[src/rtl/operand_loader.sv]
`default_nettype none
// ============================================================================
// Module      : operand_loader
// Description : Front-end input stage of the adder datapath. Builds two
//               WIDTH-bit operands (dataA, dataB) from 8-bit switch data,
//               one byte per accepted "enter" press, most-significant byte
//               first, and raises inputdata_ready once both are complete.
//               In view mode (loaddata=0) each accepted press advances a
//               result-byte selector used by the display peripherals.
// Revision    : 1.0 - initial release
// ----------------------------------------------------------------------------
// Parameters
//   WIDTH     operand width in bits, a multiple of 8 (BYTES = WIDTH/8)
//   DEBOUNCE  cycles the synchronized enter level must remain stable before
//             it is believed; 0 disables the debounce filter
// Ports
//   clk              in   1      system clock, rising edge
//   reset            in   1      asynchronous, active-low reset
//   enter            in   1      raw pushbutton, asynchronous, active-high
//   inputdata        in   8      byte to load (switches)
//   loaddata         in   1      1 = load mode, 0 = view mode
//   dataA            out  WIDTH  operand A to adder
//   dataB            out  WIDTH  operand B to adder
//   inputdata_ready  out  1      both operands fully loaded
//   byte_idx         out  IDX_W  next byte slot to fill (0 = MSB)
//   loading_b        out  1      0 = filling A, 1 = filling B
//   view_sel         out  IDX_W  result byte selected for display (0 = MSB)
// ============================================================================
module operand_loader #(
  parameter int WIDTH    = 32,
  parameter int DEBOUNCE = 0,
  localparam int BYTES   = WIDTH / 8,
  localparam int IDX_W   = (BYTES > 1) ? $clog2(BYTES) : 1
) (
  input  logic             clk,
  input  logic             reset,
  input  logic             enter,
  input  logic [7:0]       inputdata,
  input  logic             loaddata,
  output logic [WIDTH-1:0] dataA,
  output logic [WIDTH-1:0] dataB,
  output logic             inputdata_ready,
  output logic [IDX_W-1:0] byte_idx,
  output logic             loading_b,
  output logic [IDX_W-1:0] view_sel
);

  localparam logic [IDX_W-1:0] c_LAST_IDX = IDX_W'(BYTES - 1);
  localparam logic [IDX_W-1:0] c_IDX_ONE  = IDX_W'(1);

  typedef enum logic [1:0] {
    S_LOAD_A = 2'd0,
    S_LOAD_B = 2'd1,
    S_READY  = 2'd2
  } state_t;

  state_t r_state;

  // --------------------------------------------------------------------------
  // enter conditioning: 2-FF synchronizer, optional debounce, rising edge.
  // --------------------------------------------------------------------------
  logic r_enter_meta;
  logic r_enter_sync;
  logic r_level_prev;
  logic w_level;
  logic w_accept;

  always_ff @(posedge clk or negedge reset) begin
    if (!reset) begin
      r_enter_meta <= 1'b0;
      r_enter_sync <= 1'b0;
    end else begin
      r_enter_meta <= enter;
      r_enter_sync <= r_enter_meta;
    end
  end

  generate
    if (DEBOUNCE == 0) begin : g_no_debounce
      assign w_level = r_enter_sync;
    end else begin : g_debounce
      localparam int c_CNT_W = (DEBOUNCE > 1) ? $clog2(DEBOUNCE) : 1;
      localparam logic [c_CNT_W-1:0] c_CNT_LAST = c_CNT_W'(DEBOUNCE - 1);

      logic               r_deb_level;
      logic [c_CNT_W-1:0] r_deb_cnt;

      // The filtered level only follows the synchronized level after it has
      // disagreed with it for DEBOUNCE consecutive cycles; any glitch back
      // to the filtered value restarts the count.
      always_ff @(posedge clk or negedge reset) begin
        if (!reset) begin
          r_deb_level <= 1'b0;
          r_deb_cnt   <= '0;
        end else if (r_enter_sync == r_deb_level) begin
          r_deb_cnt <= '0;
        end else if (r_deb_cnt == c_CNT_LAST) begin
          r_deb_level <= r_enter_sync;
          r_deb_cnt   <= '0;
        end else begin
          r_deb_cnt <= r_deb_cnt + c_CNT_W'(1);
        end
      end

      assign w_level = r_deb_level;
    end
  endgenerate

  always_ff @(posedge clk or negedge reset) begin
    if (!reset) begin
      r_level_prev <= 1'b0;
    end else begin
      r_level_prev <= w_level;
    end
  end

  // One-cycle pulse per press; a held button stays high in w_level and
  // r_level_prev, so it cannot retrigger.
  assign w_accept = w_level & ~r_level_prev;

  // --------------------------------------------------------------------------
  // Operand shift values. Shifting by 8 drops the oldest top byte and keeps
  // the expression valid for any WIDTH that is a multiple of 8.
  // --------------------------------------------------------------------------
  logic [WIDTH-1:0] w_shift_a;
  logic [WIDTH-1:0] w_shift_b;
  logic [WIDTH-1:0] w_first_byte;

  assign w_shift_a    = (dataA << 8) | WIDTH'(inputdata);
  assign w_shift_b    = (dataB << 8) | WIDTH'(inputdata);
  assign w_first_byte = WIDTH'(inputdata);

  // --------------------------------------------------------------------------
  // Load / view state machine. All outputs are registered here and only move
  // on an accept edge. View-mode accepts touch view_sel alone, so a partial
  // load simply waits for the return to load mode.
  // --------------------------------------------------------------------------
  always_ff @(posedge clk or negedge reset) begin
    if (!reset) begin
      r_state         <= S_LOAD_A;
      dataA           <= '0;
      dataB           <= '0;
      inputdata_ready <= 1'b0;
      byte_idx        <= '0;
      loading_b       <= 1'b0;
      view_sel        <= '0;
    end else if (w_accept) begin
      if (!loaddata) begin
        view_sel <= (view_sel == c_LAST_IDX) ? '0 : view_sel + c_IDX_ONE;
      end else begin
        case (r_state)
          S_LOAD_A: begin
            dataA <= w_shift_a;
            if (byte_idx == c_LAST_IDX) begin
              byte_idx  <= '0;
              loading_b <= 1'b1;
              r_state   <= S_LOAD_B;
            end else begin
              byte_idx <= byte_idx + c_IDX_ONE;
            end
          end
          S_LOAD_B: begin
            dataB <= w_shift_b;
            if (byte_idx == c_LAST_IDX) begin
              byte_idx        <= '0;
              loading_b       <= 1'b0;
              inputdata_ready <= 1'b1;
              r_state         <= S_READY;
            end else begin
              byte_idx <= byte_idx + c_IDX_ONE;
            end
          end
          S_READY: begin
            // The press that follows a completed pair is the first byte of
            // the next operand A; the old pair is discarded.
            dataA           <= w_first_byte;
            dataB           <= '0;
            inputdata_ready <= 1'b0;
            loading_b       <= 1'b0;
            if (BYTES == 1) begin
              byte_idx  <= '0;
              loading_b <= 1'b1;
              r_state   <= S_LOAD_B;
            end else begin
              byte_idx <= c_IDX_ONE;
              r_state  <= S_LOAD_A;
            end
          end
          default: begin
            r_state <= S_LOAD_A;
          end
        endcase
      end
    end
  end

endmodule
`default_nettype wire

[config.mk]
export PLATFORM = sky130hd
export DESIGN_NAME = operand_loader
export DESIGN_NICKNAME = d
export VERILOG_FILES = /design/src/rtl/operand_loader.sv
export SDC_FILE = /design/constraint.sdc
export NUM_CORES = 1
export LEC_CHECK = 0
export ABC_AREA = 0
export ABC_CLOCK_PERIOD_IN_PS = 1740
export CORE_MARGIN = 1
export CORE_UTILIZATION = 45
export CTS_CLUSTER_DIAMETER = 120
export DETAILED_ROUTE_END_ITERATION = 8
export GPL_ROUTABILITY_DRIVEN = 1
export PLACE_DENSITY = 0.74
export SYNTH_ARGS = -nofsm -noshare
export SYNTH_HDL_FRONTEND = slang
export SYNTH_SLANG_ARGS = --single-unit
[constraint.sdc]
create_clock -name clk -period 1.74 [get_ports clk]
set_input_delay 0.174 -clock clk [delete_from_list [all_inputs] [get_ports clk]]
set_output_delay 0.174 -clock clk [all_outputs]
set_load 0.005 [all_outputs]
==> results of run 1 <==
[flip-flops by register name (all words and copies together), names as in the netlist]
register and flops:
byte_idx 2, dataA 32, dataB 32, inputdata_ready 1
loading_b 1, r_enter_meta 1, r_enter_sync 1, r_level_prev 1
r_state 2, view_sel 2
[path summary, 6_finish.rpt]
kind	startpoint	to	slack, ns
min in group clk	enter	r_enter_meta	0.26
worst max-delay path	r_state[1]	dataA[7]	0.12
worst max register to register	r_state[1]	dataA[7]	0.12
worst min register to register	r_enter_meta	r_enter_sync	0.36
max in group asynchronous	reset	dataB[12]	0.91
worst min-delay path	reset	view_sel[1]	0.25
[routing by layer]
| layer | GRT usage (%) | vias up | part of all wire [%] |
|---|---|---|---|
| met2 | 28.8 | 60 | 48 |
| met5 | 0 | - | 0 |
| met4 | 8.94 | 0 | 1.4 |
| met3 | 4.17 | 8 | 4.5 |
| li1 | - | 1196 | - |
| met1 | 27.9 | 1182 | 46 |
[critical path: stages, from the launching register on]
cell and delay (ns):
dfrtp_1 0.42, inv_1 0.13, ha_1 0.27, nor2_4 0.07, nor2_4 0.10, buf_12 0.17
mux2_2 0.35
[final cells by class]
cell class / count / area (um^2)
fill: 601 / 2470
sequential: 75 / 1880
multi-input combinational: 188 / 1240
timing repair buffer: 92 / 931
clock buffer: 10 / 138
tap: 96 / 120
inverter: 19 / 71.3
clock inverter: 6 / 63.8
[cell families after synthesis]
kind of cell / after synthesis / synth area share, %
simple gates: 86 / 14.6
compound gates: 76 / 14.0
flops: 75 / 57.1
buf+inv: 40 / 5.37
mux: 18 / 5.86
fa+ha+maj: 8 / 3.05
[synthesized netlist by cell type (all sizes together) (2+ instances only)]
master / count
o21ai: 50
nand2: 33
mux2: 10
buf: 6
o41ai: 17
dfrtp: 75
clkbuf: 15
nor2: 6
nand2b: 40
ha: 8
inv: 19
nor3: 2
a21oi: 2
mux2i: 8
a31oi: 2
[stage by stage]
step | total power [mW] | instance area, um^2
3_3_place_gp | 6.10 | 4230
2_1_floorplan | 4.32 | 3290
6_report | 7.50 | 4440
4_1_cts | 7.60 | 4440
5_1_grt | 8.06 | 4440
3_5_place_dp | 6.21 | 4230
[power by group]
group          internal (mW)  switching, mW
clock                  0.701          0.658
sequential              2.44          0.534
combinational           1.88           1.29
==> flow_metrics.env, run 1 <==
export IMPL_h_tree_depth=3
export IMPL_ys_warn_count=0
export IMPL_final_common_cell="clkdlybuf4s50_1"
export IMPL_irDropWorstVdd_v=0.000756
export IMPL_cts_sinks=75
export IMPL_place_gp_congestion=0.791
export IMPL_detail_route_wl_per_cell_um=14.2
export IMPL_cts_tree="built"
export IMPL_finish_utilization_pct=64.2
export IMPL_async_flop_share_pct=100
export IMPL_num_rows=30
export IMPL_worst_ep_required_time_ns=1.97
export IMPL_grt_max_degree=65
export IMPL_antenna_found_initial=0
export IMPL_slew_viol_final=0
export IMPL_cp_end_kind="flop"
export IMPL_critPathLaunchType="flop"
export IMPL_initial_utilization_pct=47.6
export IMPL_relSlewSlack_pct=79.9
export IMPL_dp_cells=469
export IMPL_worst_slack_ns=0.119
export IMPL_wirelength_um=6880
export IMPL_synth_top_area_cell="dfrtp_1"
export IMPL_skew_ns=0.00768
export IMPL_cts_buffers=9
export IMPL_synth_area_top_cells="dfrtp_1 (57%), nand2b_1 (7.6%), o21ai_0 (7.6%)"
export IMPL_path_class="flop to flop"
export IMPL_synthFlopType="dfrtp_1"
export IMPL_status="finished, final reports clean"
export IMPL_post_cts_buffers=0
export IMPL_drc=0
export IMPL_synth_top_area_share_pct=57.1
export IMPL_die_area_um2=7650
export IMPL_maxCapViolations=0
export IMPL_place_ws_ns=0.0996
export IMPL_yosysUniqueCellTypes=27
export IMPL_fin_crit_ns=1.62
export IMPL_drt_vias_per_instance=5.03
export IMPL_cts_root_buf="clkbuf_8"
export IMPL_grt_pass1_wl_um=11300
export IMPL_clkSlewWorstSetupHoldPaths_ns=0.08
export IMPL_antenna_cells=0
export IMPL_grt_pass1_vias=2233
export IMPL_rsz0062_at_grt="no"
export IMPL_cts_resized=0
export IMPL_fin_crit_sh_pct=93.1
export IMPL_drive_gt1_share_pct=11.0
export IMPL_place_hpwl_um=4730
export IMPL_final_cells=486
export IMPL_globalRoute_totalOverflow=0
export IMPL_synth_seq_cells=75
export IMPL_p_per_area_nw_per_um2=1690
export IMPL_io_pins=82
export IMPL_die_w_um=87.5
export IMPL_ctsLongestPathBuffers=2
export IMPL_power_leakage_nw=1.91
export IMPL_antenna_left=0
export IMPL_ctsHoldBuffers=1
export IMPL_syn_to_final_growth_pct=35.0
export IMPL_worstRegToRegCells=6
export IMPL_die_h_um=87.5
export IMPL_io_buffers=81
export IMPL_syn_cell_area_um2=3290
export IMPL_hold_viol_final=0
export IMPL_whs_ns=0.248
export IMPL_crit_fanout=16
export IMPL_core_area_um2=6910
export IMPL_grt_usage_pct=19.6
export IMPL_tightest_slew_ns=0.297
export IMPL_cp_data_arrival_time_ns=1.85
export IMPL_firstDrtPassIters=4
export IMPL_syn_instance_count=303
export IMPL_nNetsFinal=405
export IMPL_fin_tns_setup_ns=0
export IMPL_yosysSeqAreaShare_pct=57.1
export IMPL_fmax_ghz=0.617
export IMPL_vias=2446
export IMPL_worstHoldPathType="input pin to async pin"
export IMPL_synth_edff_count=0
export IMPL_clk_insertion_delay_late_ns=0.34
export IMPL_finalSetupViolCount=0
export IMPL_synth_fp_nets=323
export IMPL_synth_area_per_cell_um2=10.8
export IMPL_final_cell_mix="clkdlybuf4s50_1 (80), dfrtp_1 (75), o21ai_0 (50)"
export IMPL_first_iter_violations=108
No activity file was read; power rests on OpenSTA's default activity.
==> run 2, diff against run 1 <==
Settings changed: CAP_MARGIN set to 25, CTS_CLUSTER_DIAMETER 120 to 50, GPL_TIMING_DRIVEN set to 0.
==> flow_metrics.env, run 2 (same netlist as run 1, synthesis figures left out) <==
export IMPL_cp_end_kind="flop"
export IMPL_relSlewSlack_pct=71.8
export IMPL_vias=2566
export IMPL_stdcell_area_um2=4530
export IMPL_worstReg2RegEnd="dataA[2]"
export IMPL_io_buffers=81
export IMPL_rsz0062_at_grt="no"
export IMPL_skew_ns=0.0103
export IMPL_power_leakage_nw=1.98
export IMPL_h_tree_depth=3
export IMPL_hold_viol_final=0
export IMPL_startpoint="r_state[0]"
export IMPL_p_int_mw=4.96
export IMPL_detail_route_wl_per_cell_um=15.2
export IMPL_antenna_found_initial=0
export IMPL_n_fill_cell=572
export IMPL_drive_gt1_share_pct=15.1
export IMPL_die_area_um2=7650
export IMPL_fin_crit_ns=1.65
export IMPL_wirelength_um=7620
export IMPL_status="finished, final reports clean"
export IMPL_num_rows=30
export IMPL_worst_ep_required_time_ns=1.98
export IMPL_die_h_um=87.5
export IMPL_syn_to_final_growth_pct=38.0
export IMPL_cp_data_arrival_time_ns=1.89
export IMPL_clk_insertion_delay_late_ns=0.35
export IMPL_initial_utilization_pct=47.6
export IMPL_grt_usage_pct=21.5
export IMPL_globalRoute_totalOverflow=0
export IMPL_drc=0
export IMPL_p_per_area_nw_per_um2=1680
export IMPL_die_w_um=87.5
export IMPL_cts_root_buf="clkbuf_8"
export IMPL_worst_slack_ns=0.0901
export IMPL_final_common_cell="clkdlybuf4s50_1"
export IMPL_antenna_cells=0
export IMPL_io_pins=82
export IMPL_seq_power_share_pct=39.5
export IMPL_cts_sinks=75
export IMPL_grt_max_degree=45
export IMPL_p_comb_share_pct=44.4
export IMPL_slew_viol_final=0
export IMPL_crit_fanout=6
export IMPL_critPathLaunchType="flop"
export IMPL_firstDrtPassIters=4
export IMPL_first_iter_violations=122
export IMPL_clkSlewWorstSetupHoldPaths_ns=0.08
export IMPL_place_hpwl_um=5480
export IMPL_fmax_ghz=0.606
export IMPL_tightest_slew_ns=0.423
export IMPL_irDropWorstVdd_v=0.000902
export IMPL_drt_vias_per_instance=5.13
export IMPL_final_cell_mix="clkdlybuf4s50_1 (80), dfrtp_1 (74), o21ai_0 (50)"
export IMPL_p_sw_mw=2.63
export IMPL_core_area_um2=6910
export IMPL_placedInstanceArea_um2=4240
export IMPL_grt_pass1_wl_um=12200
export IMPL_ctsLongestPathBuffers=2
export IMPL_rr_startpoint="r_state[0]"
export IMPL_p_clk_share_pct=16.1
export IMPL_cts_buffers=9
export IMPL_grt_pass1_vias=2480
export IMPL_largest_registers="dataA (32), dataB (32)"
export IMPL_place_gp_congestion=0.802
export IMPL_finalSetupViolCount=0
export IMPL_worstRegToRegCells=6
export IMPL_cts_tree="built"
export IMPL_nNetsFinal=419
export IMPL_worstHoldPathType="input pin to flop"
export IMPL_path_class="flop to flop"
export IMPL_min_delay_start="enter"
export IMPL_fin_crit_sh_pct=94.8
export IMPL_maxCapViolations=0
export IMPL_power_share_switching_pct=34.7
export IMPL_place_ws_ns=-0.134
export IMPL_rrSetupSlack_ns=0.09
export IMPL_antenna_left=0
export IMPL_worstSetupEndpoint="dataA[2]"
run 2: how the worst min path moves through the flow:
stage	to	slack, ns	cells after the start
floorplan	byte_idx[0]	-0.12	0
global placement	r_enter_sync	0.33	0
detailed placement	view_sel[0]	0.14	1
CTS	r_enter_meta	0.26	1
global route	r_enter_meta	0.29	1
finish	r_enter_meta	0.26	1
run 2: metrics by stage:
step / hold WS, ns / util (%) / TNS [ns] / total power, mW / cells
global placement: 0.332 / 61.1 / -155.01 / 6.12 / 480
detailed placement: 0.140 / 61.3 / -3.39 / 6.22 / 481
global route: 0.291 / 65.7 / 0 / 8.09 / 500
CTS: 0.262 / 64.5 / 0 / 7.49 / 499
finish: 0.262 / 65.7 / 0 / 7.60 / 500
floorplan: -0.122 / - / 0 / 4.32 / 303
run 2: critical path, cell delays in order (launching register included):
cell and delay [ns]:
dfrtp_2 0.45, inv_2 0.11, ha_2 0.24, nor2_4 0.07
nor2_4 0.15, buf_4 0.18, mux2_2 0.34
run 2: final cells by class:
cell class	count	area (um^2)	share of cell area [%]
Tap cell	96	120	2.65
Clock buffer	11	141	3.12
Buffer	21	130	2.87
Timing Repair Buffer	85	853	18.8
Clock inverter	5	37.5	0.828
Inverter	19	71.3	1.57
Sequential cell	75	1880	41.4
Multi-Input combinational cell	188	1300	28.7
run 2: repair_timing:
item	CTS	global route
gates resized for setup	9	29
setup buffers	1	1
hold endpoints to repair	31	0
pin swaps	1	0
setup endpoints to repair	46	64
hold buffers	1	0
run 2: power groups by stage:
stage / combinational, mW / sequential, mW / clock [mW]
after global routing: 3.70 / 3.09 / 1.31
after detailed placement: 3.19 / 3.03 / 0
final: 3.37 / 3.00 / 1.22
after global placement: 3.10 / 3.02 / 0
after CTS: 3.25 / 3.00 / 1.24
after floorplan: 1.35 / 2.97 / 0
run 2: metal layers:
layer | vias up | track usage [%] | part of all wire (%)
li1 | 1227 | - | -
met1 | 1249 | 30.6 | 46
met2 | 77 | 32.3 | 47
met3 | 13 | 3.70 | 5.5
met4 | 0 | 9.84 | 1.7
met5 | - | 0 | 0
